$ cat src/rtl/sevenseg_scan_driver.sv
// Multiplexed seven-segment scan driver: BCD decode, frame-boundary double buffering,
// per-slot dead-time, 4-bit brightness PWM and optional leading-zero blanking.
module sevenseg_scan_driver #(
    parameter int unsigned NUM_DIGITS     = 4,
    parameter int unsigned SCAN_DIV       = 12500,
    parameter int unsigned DEAD_CYCLES    = 64,
    parameter bit          COM_ACTIVE_LOW = 1'b1
) (
    input  logic                    clk,
    input  logic                    rst,
    input  logic                    load,
    input  logic [4*NUM_DIGITS-1:0] bcd_in,
    input  logic [NUM_DIGITS-1:0]   dp_in,
    input  logic [3:0]              brightness,
    input  logic                    lzb_en,
    output logic [7:0]              seg_out,
    output logic [NUM_DIGITS-1:0]   dig_en,
    output logic                    frame_done
);

    localparam int unsigned SLOT_W = (SCAN_DIV > 1) ? $clog2(SCAN_DIV) : 1;
    localparam int unsigned IDX_W  = $clog2(NUM_DIGITS);
    localparam int unsigned BCD_W  = 4 * NUM_DIGITS;

    logic [SLOT_W-1:0]     slot_q, slot_d;
    logic [IDX_W-1:0]      digit_q, digit_d;
    logic [3:0]            pwm_q;
    logic [BCD_W-1:0]      shadow_bcd_q, shadow_bcd_d, active_bcd_q, active_bcd_d;
    logic [NUM_DIGITS-1:0] shadow_dp_q, shadow_dp_d, active_dp_q, active_dp_d;
    logic                  pending_q, pending_d;
    logic [7:0]            seg_q, seg_d;
    logic [NUM_DIGITS-1:0] dig_q, dig_d;
    logic                  frame_done_q;

    logic                  slot_wrap_c;
    logic                  boundary_c;
    logic                  dead_c;
    logic                  lit_c;
    logic                  lz_blank_c;
    logic [3:0]            cur_digit_c;
    logic [7:0]            pattern_c;
    logic [NUM_DIGITS-1:0] dig_on_c;

    // Scan counters and double-buffer transfer
    always_comb begin
        slot_wrap_c  = (slot_q == SLOT_W'(SCAN_DIV - 1));
        boundary_c   = slot_wrap_c && (digit_q == IDX_W'(NUM_DIGITS - 1));
        slot_d       = slot_wrap_c ? '0 : slot_q + SLOT_W'(1);
        digit_d      = digit_q;
        if (slot_wrap_c) begin
            digit_d = (digit_q == IDX_W'(NUM_DIGITS - 1)) ? '0 : digit_q + IDX_W'(1);
        end

        shadow_bcd_d = shadow_bcd_q;
        shadow_dp_d  = shadow_dp_q;
        active_bcd_d = active_bcd_q;
        active_dp_d  = active_dp_q;
        pending_d    = pending_q;
        if (load) begin
            shadow_bcd_d = bcd_in;
            shadow_dp_d  = dp_in;
        end
        if (boundary_c) begin
            pending_d = 1'b0;
            if (load) begin
                active_bcd_d = bcd_in;
                active_dp_d  = dp_in;
            end else if (pending_q) begin
                active_bcd_d = shadow_bcd_q;
                active_dp_d  = shadow_dp_q;
            end
        end else if (load) begin
            pending_d = 1'b1;
        end
    end

    // Segment decode, leading-zero blanking, dead-time and PWM gating
    always_comb begin
        cur_digit_c = active_bcd_q[{digit_q, 2'b00} +: 4];

        lz_blank_c = lzb_en && (digit_q != '0);
        for (int unsigned j = 0; j < NUM_DIGITS; j++) begin
            if ((IDX_W'(j) >= digit_q) && (active_bcd_q[4*j +: 4] != 4'd0)) begin
                lz_blank_c = 1'b0;
            end
        end

        case (cur_digit_c)
            4'd0:    pattern_c = 8'hFC;
            4'd1:    pattern_c = 8'h60;
            4'd2:    pattern_c = 8'hDA;
            4'd3:    pattern_c = 8'hF2;
            4'd4:    pattern_c = 8'h66;
            4'd5:    pattern_c = 8'hB6;
            4'd6:    pattern_c = 8'hBE;
            4'd7:    pattern_c = 8'hE0;
            4'd8:    pattern_c = 8'hFE;
            4'd9:    pattern_c = 8'hF6;
            default: pattern_c = 8'h02;
        endcase

        dead_c = (slot_q < SLOT_W'(DEAD_CYCLES));
        lit_c  = !dead_c && ((brightness == 4'hF) || (pwm_q < brightness));

        seg_d    = 8'h00;
        dig_on_c = '0;
        if (lit_c) begin
            seg_d    = {(lz_blank_c ? 7'd0 : pattern_c[7:1]), active_dp_q[digit_q]};
            dig_on_c = NUM_DIGITS'(1) << digit_q;
        end
        dig_d = COM_ACTIVE_LOW ? ~dig_on_c : dig_on_c;
    end

    always_ff @(posedge clk or posedge rst) begin
        if (rst) begin
            slot_q       <= '0;
            digit_q      <= '0;
            pwm_q        <= 4'd0;
            shadow_bcd_q <= '0;
            shadow_dp_q  <= '0;
            active_bcd_q <= '0;
            active_dp_q  <= '0;
            pending_q    <= 1'b0;
            seg_q        <= 8'h00;
            dig_q        <= {NUM_DIGITS{COM_ACTIVE_LOW}};
            frame_done_q <= 1'b0;
        end else begin
            slot_q       <= slot_d;
            digit_q      <= digit_d;
            pwm_q        <= pwm_q + 4'd1;
            shadow_bcd_q <= shadow_bcd_d;
            shadow_dp_q  <= shadow_dp_d;
            active_bcd_q <= active_bcd_d;
            active_dp_q  <= active_dp_d;
            pending_q    <= pending_d;
            seg_q        <= seg_d;
            dig_q        <= dig_d;
            frame_done_q <= boundary_c;
        end
    end

    assign seg_out    = seg_q;
    assign dig_en     = dig_q;
    assign frame_done = frame_done_q;

endmodule

$ cat config.mk
export PLATFORM = sky130hd
export DESIGN_NAME = sevenseg_scan_driver
export DESIGN_NICKNAME = d
export VERILOG_FILES = /design/src/rtl/sevenseg_scan_driver.sv
export SDC_FILE = /design/constraint.sdc
export NUM_CORES = 1
export LEC_CHECK = 0
export ABC_CLOCK_PERIOD_IN_PS = 2950
export BUFFER_PORTS_ARGS = -buffer_cell sky130_fd_sc_hd__buf_4
export CAP_MARGIN = 20
export CORE_MARGIN = 4
export CORE_UTILIZATION = 50
export CTS_CLUSTER_DIAMETER = 50
export DETAILED_ROUTE_END_ITERATION = 10
export GPL_ROUTABILITY_DRIVEN = 0
export PLACE_DENSITY = 0.7
export SKIP_LAST_GASP = 1
export SLEW_MARGIN = 20
export SYNTH_ARGS = -nofsm -noshare
export SYNTH_HDL_FRONTEND = slang
export SYNTH_SLANG_ARGS = --single-unit
$ cat constraint.sdc
create_clock -name clk -period 2.95 [get_ports clk]
set_input_delay 0.295 -clock clk [delete_from_list [all_inputs] [get_ports clk]]
set_output_delay 0.295 -clock clk [all_outputs]
set_load 0.02 [all_outputs]
# Word-level counts from Yosys, hierarchy flattened
# Memories as Yosys holds them, arrays and structs flattened.
# Cells that the tools add are included.
# totals
mem_bits_ro,112
regBits,74
out_inout_bits,13
inputBits,28
n_memories,1
elab_cells,62
# mem_list
memory,depth,width,rd,rd_clocked_by_memory_dff,write_ports,line,rtl
(no name shown),16,7,1,0,0,88,case (cur_digit_c)
# classes
magnitude_cmp,7
n_reduce_logical,17
n_eq_ne,3
n_mux,17
add_sub_neg,3
n_shift,2
bitwise_logic,1
# op_table
cell,n
$mux 16,2
$reduce_bool 4->1,4
$shiftx 16x5->4,1
$add 14x1->14 const B,1
$eq 14x14->1 const B,1
$lt 14x7->1 const B,1
$mux 14,1
$mux 4,3
$mux 8,1
$logic_and 1x1->1,7
$mux 1,7
$mux 7,1
$reduce_bool 2->1,3
$add 4x1->4 const B,1
$eq 4x4->1 const B,1
$ge 1x2->1 const A,2
$ge 2x2->1 const A,2
$lt 4x4->1,1
$not 4->4,1
$shl 1x2->4 const A,1
$lt 2x3->1 const B,1
$add 2x1->2 const B,1
$bmux 1 s2,1
$eq 2x2->1 const B,1
4 further kinds,4

# Longest topological paths before layout
# Gate-level depths: netlist of the first run.
# depth
ltp_word,8
mapped_depth,7
ltp_nobuf,6

# Worst setup path before layout of the first run
# No wires, ideal clock.
# synth_path
path_kind,reg-to-reg
startpoint,register slot_q[0]
endpoint,register active_bcd_q[0]
period_less_slack_ps,2125
required_time_ps,2825
stages_incl_launch_ff,7
arrival_time_ps,2000
path_slack_ps,825
path_buffers,1
setup_time_ps,125
path_cell_list,dfrtp_1 -> ha_1 -> or3b_2 -> nor4_4 -> and3b_1 -> buf_6 -> mux2_2
# synth_between
elab_chain_cells,3
# synth_rtl
element,line,rtl
start: declaration,25,"logic [SLOT_W-1:0] slot_q, slot_d;"
start signal: assignment,128,slot_q <= slot_d;
$eq 14x14->1,46,slot_wrap_c = (slot_q == SLOT_W'(SCAN_DIV - 1));
$logic_and 1x1->1,47,boundary_c = slot_wrap_c && (digit_q == IDX_W'(NUM_DIGITS - 1));
$reduce_and 2->1 (no line),-,
end signal: assignment,133,active_bcd_q <= active_bcd_d;
end: declaration,28,"logic [BCD_W-1:0] shadow_bcd_q, shadow_bcd_d, active_bcd_q, active_bcd_d;"
# No other way between the ends.
# A chain may end at the register's enable or synchronous reset.

# Final worst setup path of the first run
# layout_path
startpoint,register slot_q[0]
endpoint,register active_bcd_q[5]
# The elaborated chain is that of the path after synthesis.

==> flow_summary.toml, run 1 <==
[outcome]
status = "completed"

[sta]
finalSetupViolCount = 0
max_freq_ghz = 0.4474
post-route-period-util_pct = 75.76
layout_setup_ws_ns = 0.7150
grt_setup_unrepaired = "false"
holdWs_ns = 0.06384
relSlewSlack_pct = 53.95
hold_viol = 0
report.final.slew_viol_count = 0
period_needed_ns = 2.235
tightestPinTransition_ns = 0.6898
setup-tns-final_ns = 0
finClkSkew_ns = 0.006618

[synthesis]
yosysTopAreaCell = "dfrtp_1"
async_flop_share_pct = 100.0
ys_warn_count = 0
syn_nets = 296
synthFlopType = "dfrtp_1"
yosysUniqueCellTypes = 43
yosys.area.top_type_share_pct = 52.71
avgSynthCellArea_um2 = 13.19
ys_seq_area_share_pct = 55.87
ys_seq_elements = 74
synth_edf_count = 0
synth_area_um2 = 3323
synthCells = 252
synthTopCellsByArea = "dfrtp_1 (53%), mux2_2 (14%), ha_1 (6.0%)"

[place]
hpwlAfterDp_um = 4274
numPlacedInstances = 365
place_area_um2 = 3712
place_ws_ns = 0.7118
port_buffers = 40

[cts]
cts_hold_buffers = 0
post_cts_buffers = 0
cts_buffer_depth = 2
numCtsBuffers = 9
clkLatencyLatePin_ns = 0.34
cts_max_level = 3
path_clk_slew_ns = 0.07
cts.sinks = 74
cts-root-buf = "clkbuf_8"
ctsResizeCount = 0
cts_tree = "yes"

[power_and_ir_drop]
leakage_nw = 1.822
power_density_nw_per_um2 = 464.8
power_frac_comb_pct = 5.5
total_power_mw = 1.801
ir_drop_uv = 253.0
p_switching_mw = 0.4054
clock_power_share_pct = 36.4
switching_share_pct = 22.51
seq_power_share_pct = 58.1
intPower_mw = 1.396

[grt]
grt_pass1_wl_um = 9846
antenna_found_initial = 0
grt_usage_pct = 16.49
grt_pass1_vias = 2091
overflow = 0
grt_max_degree = 42

[final_layout]
antenna_cells = 0
fillers = 551
multi_input_area_um2 = 1383
syn_to_final_growth_pct = 16.60
regArea_um2 = 1857
fin_area_um2 = 3875
stdcell_count = 381
nets = 343
fin_util_pct = 60.68
drive_above_1_share_pct = 36.51

[critical_path]
worst-setup-path-type = "register to register"
path_delay_family = "simple AND/OR/NAND/NOR gates"
cp_cell_sequence = "ha_1 -> or3b_2 -> nor4_4 -> and3b_1 -> buf_4 -> mux2_2"
cp-end-kind = "register"
crit_fanout = 20
crit_path_start_kind = "register"
cpMaxStageDelayCell = "or3b_2"
cp_slowest_stage_delay_ns = 0.49
crit_buf_inv = 1
critPathArrivalTime_ns = 2.46
crit_required_ns = 3.17

[routing]
vias = 2043
vias_per_cell = 5.362
ant_nets = 0
firstDrtPassIters = 4
wl_per_cell_um = 15.04
drc = 0
first_iter_violations = 57
wl_um = 5730

[floorplanning]
fp.dieH_um = 89.53
die_area_um2 = 8015
fp.dieW_um = 89.53
pin_count = 41
core_um2 = 6386
floorplan.initialDensity_pct = 52.04
std_cell_rows = 29

[min_path]
hp-class = "input pin to async pin"

[job]
drv_cap = 0
worst register-to-register path: stages (launching register included):
cell,delay (ns)
dfrtp_1,0.42
ha_1,0.25
or3b_2,0.49
nor4_4,0.15
and3b_1,0.18
buf_4,0.26
mux2_2,0.38
power groups by stage:
stage	registers [mW]	clock network (mW)	logic [mW]
floorplan	1.06	0	0.0553
global placement	1.07	0	0.0993
detailed placement	1.07	0	0.102
CTS	1.05	0.680	0.102
global route	1.05	0.725	0.112
finish	1.05	0.656	0.0983
cell usage after synthesis, types with 3 or more instances:
master	instances
inv_1	11
xor2_1	7
dfstp_2	4
mux4_2	5
ha_1	16
mux2_2	40
o21ai_0	5
nand4_1	3
nor2_1	16
nor2b_1	3
or4_1	3
nor3_1	5
nand3_1	7
dfrtp_1	70
xnor2_1	5
nand2_1	11
clkbuf_1	4
a21oi_1	4
layer usage:
metal  vias up  GRT usage, %  routed length [um]
li1        984             -                   -
met1      1016         21.80                2589
met2        36         25.99                2764
met3         7         4.424                 294
met4         0         6.495                  82
met5         -             0                   0
cell usage in the layout (no fill, tap or decap), types with 5 or more instances in the layout:
cell,n
mux4_2,5
xnor2_1,5
inv_1,10
ha_1,16
nor3_1,5
buf_4,42
clkbuf_8,9
nand2_1,11
mux2_2,40
dfrtp_1,70
xor2_1,7
nor2_1,16
o21ai_0,5
nand3_1,7
kinds of logic (layout without fill, tap and decap cells):
| group | count (synthesis) | count (layout) | synth area share (%) |
|---|---|---|---|
| buffers and inverters | 18 | 70 | 2.522 |
| DFF | 74 | 74 | 55.87 |
| AOI/OAI and AO/OA | 19 | 19 | 3.577 |
| muxes | 47 | 47 | 17.55 |
| adders and majority gates | 16 | 16 | 6.024 |
| xor gates and xnor gates | 12 | 12 | 3.163 |
| and+or+nand+nor | 66 | 66 | 11.30 |
final cells by class:
class                   instances  area share [%]
inverters                      11           1.066
well taps                      77           2.486
repair buffers                 43           8.654
clock inverters                 5          0.8072
flip-flops and latches         74           47.92
multi-input cells             160           35.68
clock buffers                  11           3.390
registers in the layout (all words and copies together) (netlist names):
signal,cells
pwm_q,4
active_bcd_q,16
frame_done,1
digit_q,2
pending_q,1
slot_q,14
active_dp_q,4
seg_out,8
shadow_dp_q,4
dig_en,4
shadow_bcd_q,16
path summary, 6_finish.rpt:
check                      cells past startpoint  slack, ns         endpoint  startpoint
min reg2reg                                    1       0.47         pwm_q[0]    pwm_q[0]
max                                            6       0.71  active_bcd_q[5]   slot_q[0]
min                                            2       0.06       seg_out[3]         rst
max in group asynchronous                      3       2.19        dig_en[0]         rst
min in group clk                               2       0.20  shadow_bcd_q[2]   bcd_in[2]
max reg2reg                                    6       0.71  active_bcd_q[5]   slot_q[0]
(Power assumes the default switching activity.)
==> run 2: changes to the inputs <==
ABC_CLOCK_PERIOD_IN_PS = 2100   (was 2950)
clock period = 2.1 ns   (was 2.95 ns; I/O delays follow)
==> flow_summary.toml, run 2 (synthesized netlist as in run 1, its figures left out) <==
[outcome]
status = "completed"

[power_and_ir_drop]
leakage_nw = 1.885
ir_drop_uv = 374.1
power_density_nw_per_um2 = 656.5

[critical_path]
cp_cell_sequence = "ha_2 -> or3b_4 -> nor4_4 -> and3b_2 -> buf_12 -> mux2_2"
rrSetupSlack_ns = 0.06
r2r_end = "active_bcd_q[4]"
cp-end-kind = "register"
rr_startpoint = "slot_q[1]"
cp_slowest_stage_delay_ns = 0.38
cpMaxStageDelayCell = "or3b_4"
crit_buf_inv = 1
r2r_cells = 6
path_delay_family = "simple AND/OR/NAND/NOR gates"
crit_path_start_kind = "register"
crit_required_ns = 2.33
crit_fanout = 20
worst-setup-path-type = "register to register"
critPathArrivalTime_ns = 2.27

[final_layout]
largestRegisters = "active_bcd_q (16), shadow_bcd_q (16), slot_q (14)"
final_cell_mix = "dfrtp_1 (69), buf_4 (53), mux2_2 (40)"
syn_to_final_growth_pct = 20.33
layout_commonest_cell = "dfrtp_1"
drive_above_1_share_pct = 40.19
antenna_cells = 0
nets = 355
fin_area_um2 = 3999

[min_path]
min_from = "dp_in[0]"
min_path_cells = 2
hold_end = "shadow_dp_q[0]"
hp-class = "input pin to register"

[place]
place_area_um2 = 3800
port_buffers = 40
hpwlAfterDp_um = 4298

[routing]
wl_per_cell_um = 14.54
vias = 2081
firstDrtPassIters = 4
ant_nets = 0
drc = 0
first_iter_violations = 54
vias_per_cell = 5.295
wl_um = 5716

[sta]
period_needed_ns = 2.038
report.final.slew_viol_count = 0
setup-tns-final_ns = 0
hold_viol = 0
tightestPinTransition_ns = 0.5487
relSlewSlack_pct = 63.42
post-route-period-util_pct = 97.06
grt_setup_unrepaired = "false"
max_freq_ghz = 0.4906
finClkSkew_ns = 0.009698
finalSetupViolCount = 0

[cts]
path_clk_slew_ns = 0.08
numCtsBuffers = 9
cts_tree = "yes"
cts.sinks = 74
cts_buffer_depth = 2
cts-root-buf = "clkbuf_8"
clkLatencyLatePin_ns = 0.35
cts_max_level = 3

[floorplanning]
pin_count = 41
fp.dieH_um = 89.53
fp.dieW_um = 89.53
std_cell_rows = 29
die_area_um2 = 8015
floorplan.initialDensity_pct = 52.04
core_um2 = 6386

[grt]
antenna_found_initial = 0
grt_max_degree = 46
grt_usage_pct = 16.53
grt_pass1_wl_um = 9873
grt_pass1_vias = 2133
overflow = 0

[job]
drv_cap = 0
-- run 2: cell count changes in the layout (fill, tap and decap cells not counted), sizes merged --
| cell | previous run | this run |
|---|---|---|
| clkbuf | 11 | 10 |
| dlygate4sd3 | 0 | 1 |
| inv | 11 | 13 |
| clkinv | 4 | 1 |
| clkinvlp | 1 | 3 |
| buf | 43 | 54 |
-- run 2: final cells by class --
| cell class | instances | area [um^2] |
|---|---|---|
| clock buffer | 10 | 137.6 |
| clock inverter | 6 | 48.80 |
| fill | 520 | 2387 |
| inverter | 11 | 41.29 |
| multi-input combinational | 160 | 1389 |
| sequential | 74 | 1858 |
| tap | 77 | 96.34 |
| timing repair buffer | 55 | 427.9 |
-- run 2: layer usage --
layer	up-vias	part of all wire [%]	GRT usage, %
met3	9	4.1	4.147
met1	1027	45	21.74
met5	-	0	0
met2	29	50	26.79
li1	1016	-	-
met4	0	1.3	5.683
-- run 2: power by group --
part / internal (mW) / switching, mW / total, mW
sequential: 1.46 / 0.00940 / 1.47
combinational: 0.0731 / 0.0650 / 0.138
clock: 0.470 / 0.546 / 1.02
total: 2.01 / 0.620 / 2.63
-- run 2: stage by stage --
step / hold slack [ns] / util, % / std cells / setup slack, ns / power (mW)
CTS: 0.09755 / 62.58 / 393 / 0.04122 / 2.662
floorplan: 0.3607 / - / 252 / 0.001507 / 1.574
detailed placement: 0.3095 / 59.50 / 376 / 0.06296 / 1.642
finish: 0.1095 / 62.62 / 393 / 0.06176 / 2.625
global route: 0.09508 / 62.62 / 393 / 0.001274 / 2.742
global placement: 0.3083 / 59.50 / 376 / 0.1279 / 1.635
-- run 2: worst max path at each step --
stage | from | to | slack, ns | cells past startpoint
after floorplan | slot_q[0] | active_bcd_q[0] | 0.002 | 6
after global placement | slot_q[1] | active_bcd_q[2] | 0.13 | 6
after detailed placement | slot_q[1] | active_dp_q[1] | 0.06 | 6
after CTS | slot_q[1] | active_bcd_q[4] | 0.04 | 6
after global routing | slot_q[0] | active_bcd_q[4] | 0.001 | 6
final | slot_q[1] | active_bcd_q[4] | 0.06 | 6
-- run 2: timing repair --
item,4_1_cts,5_1_grt
hold buffers,1,0
endpoints found under the hold margin,27,0
buffers inserted,0,0
gates resized for setup,0,2
setup endpoints to repair,0,21
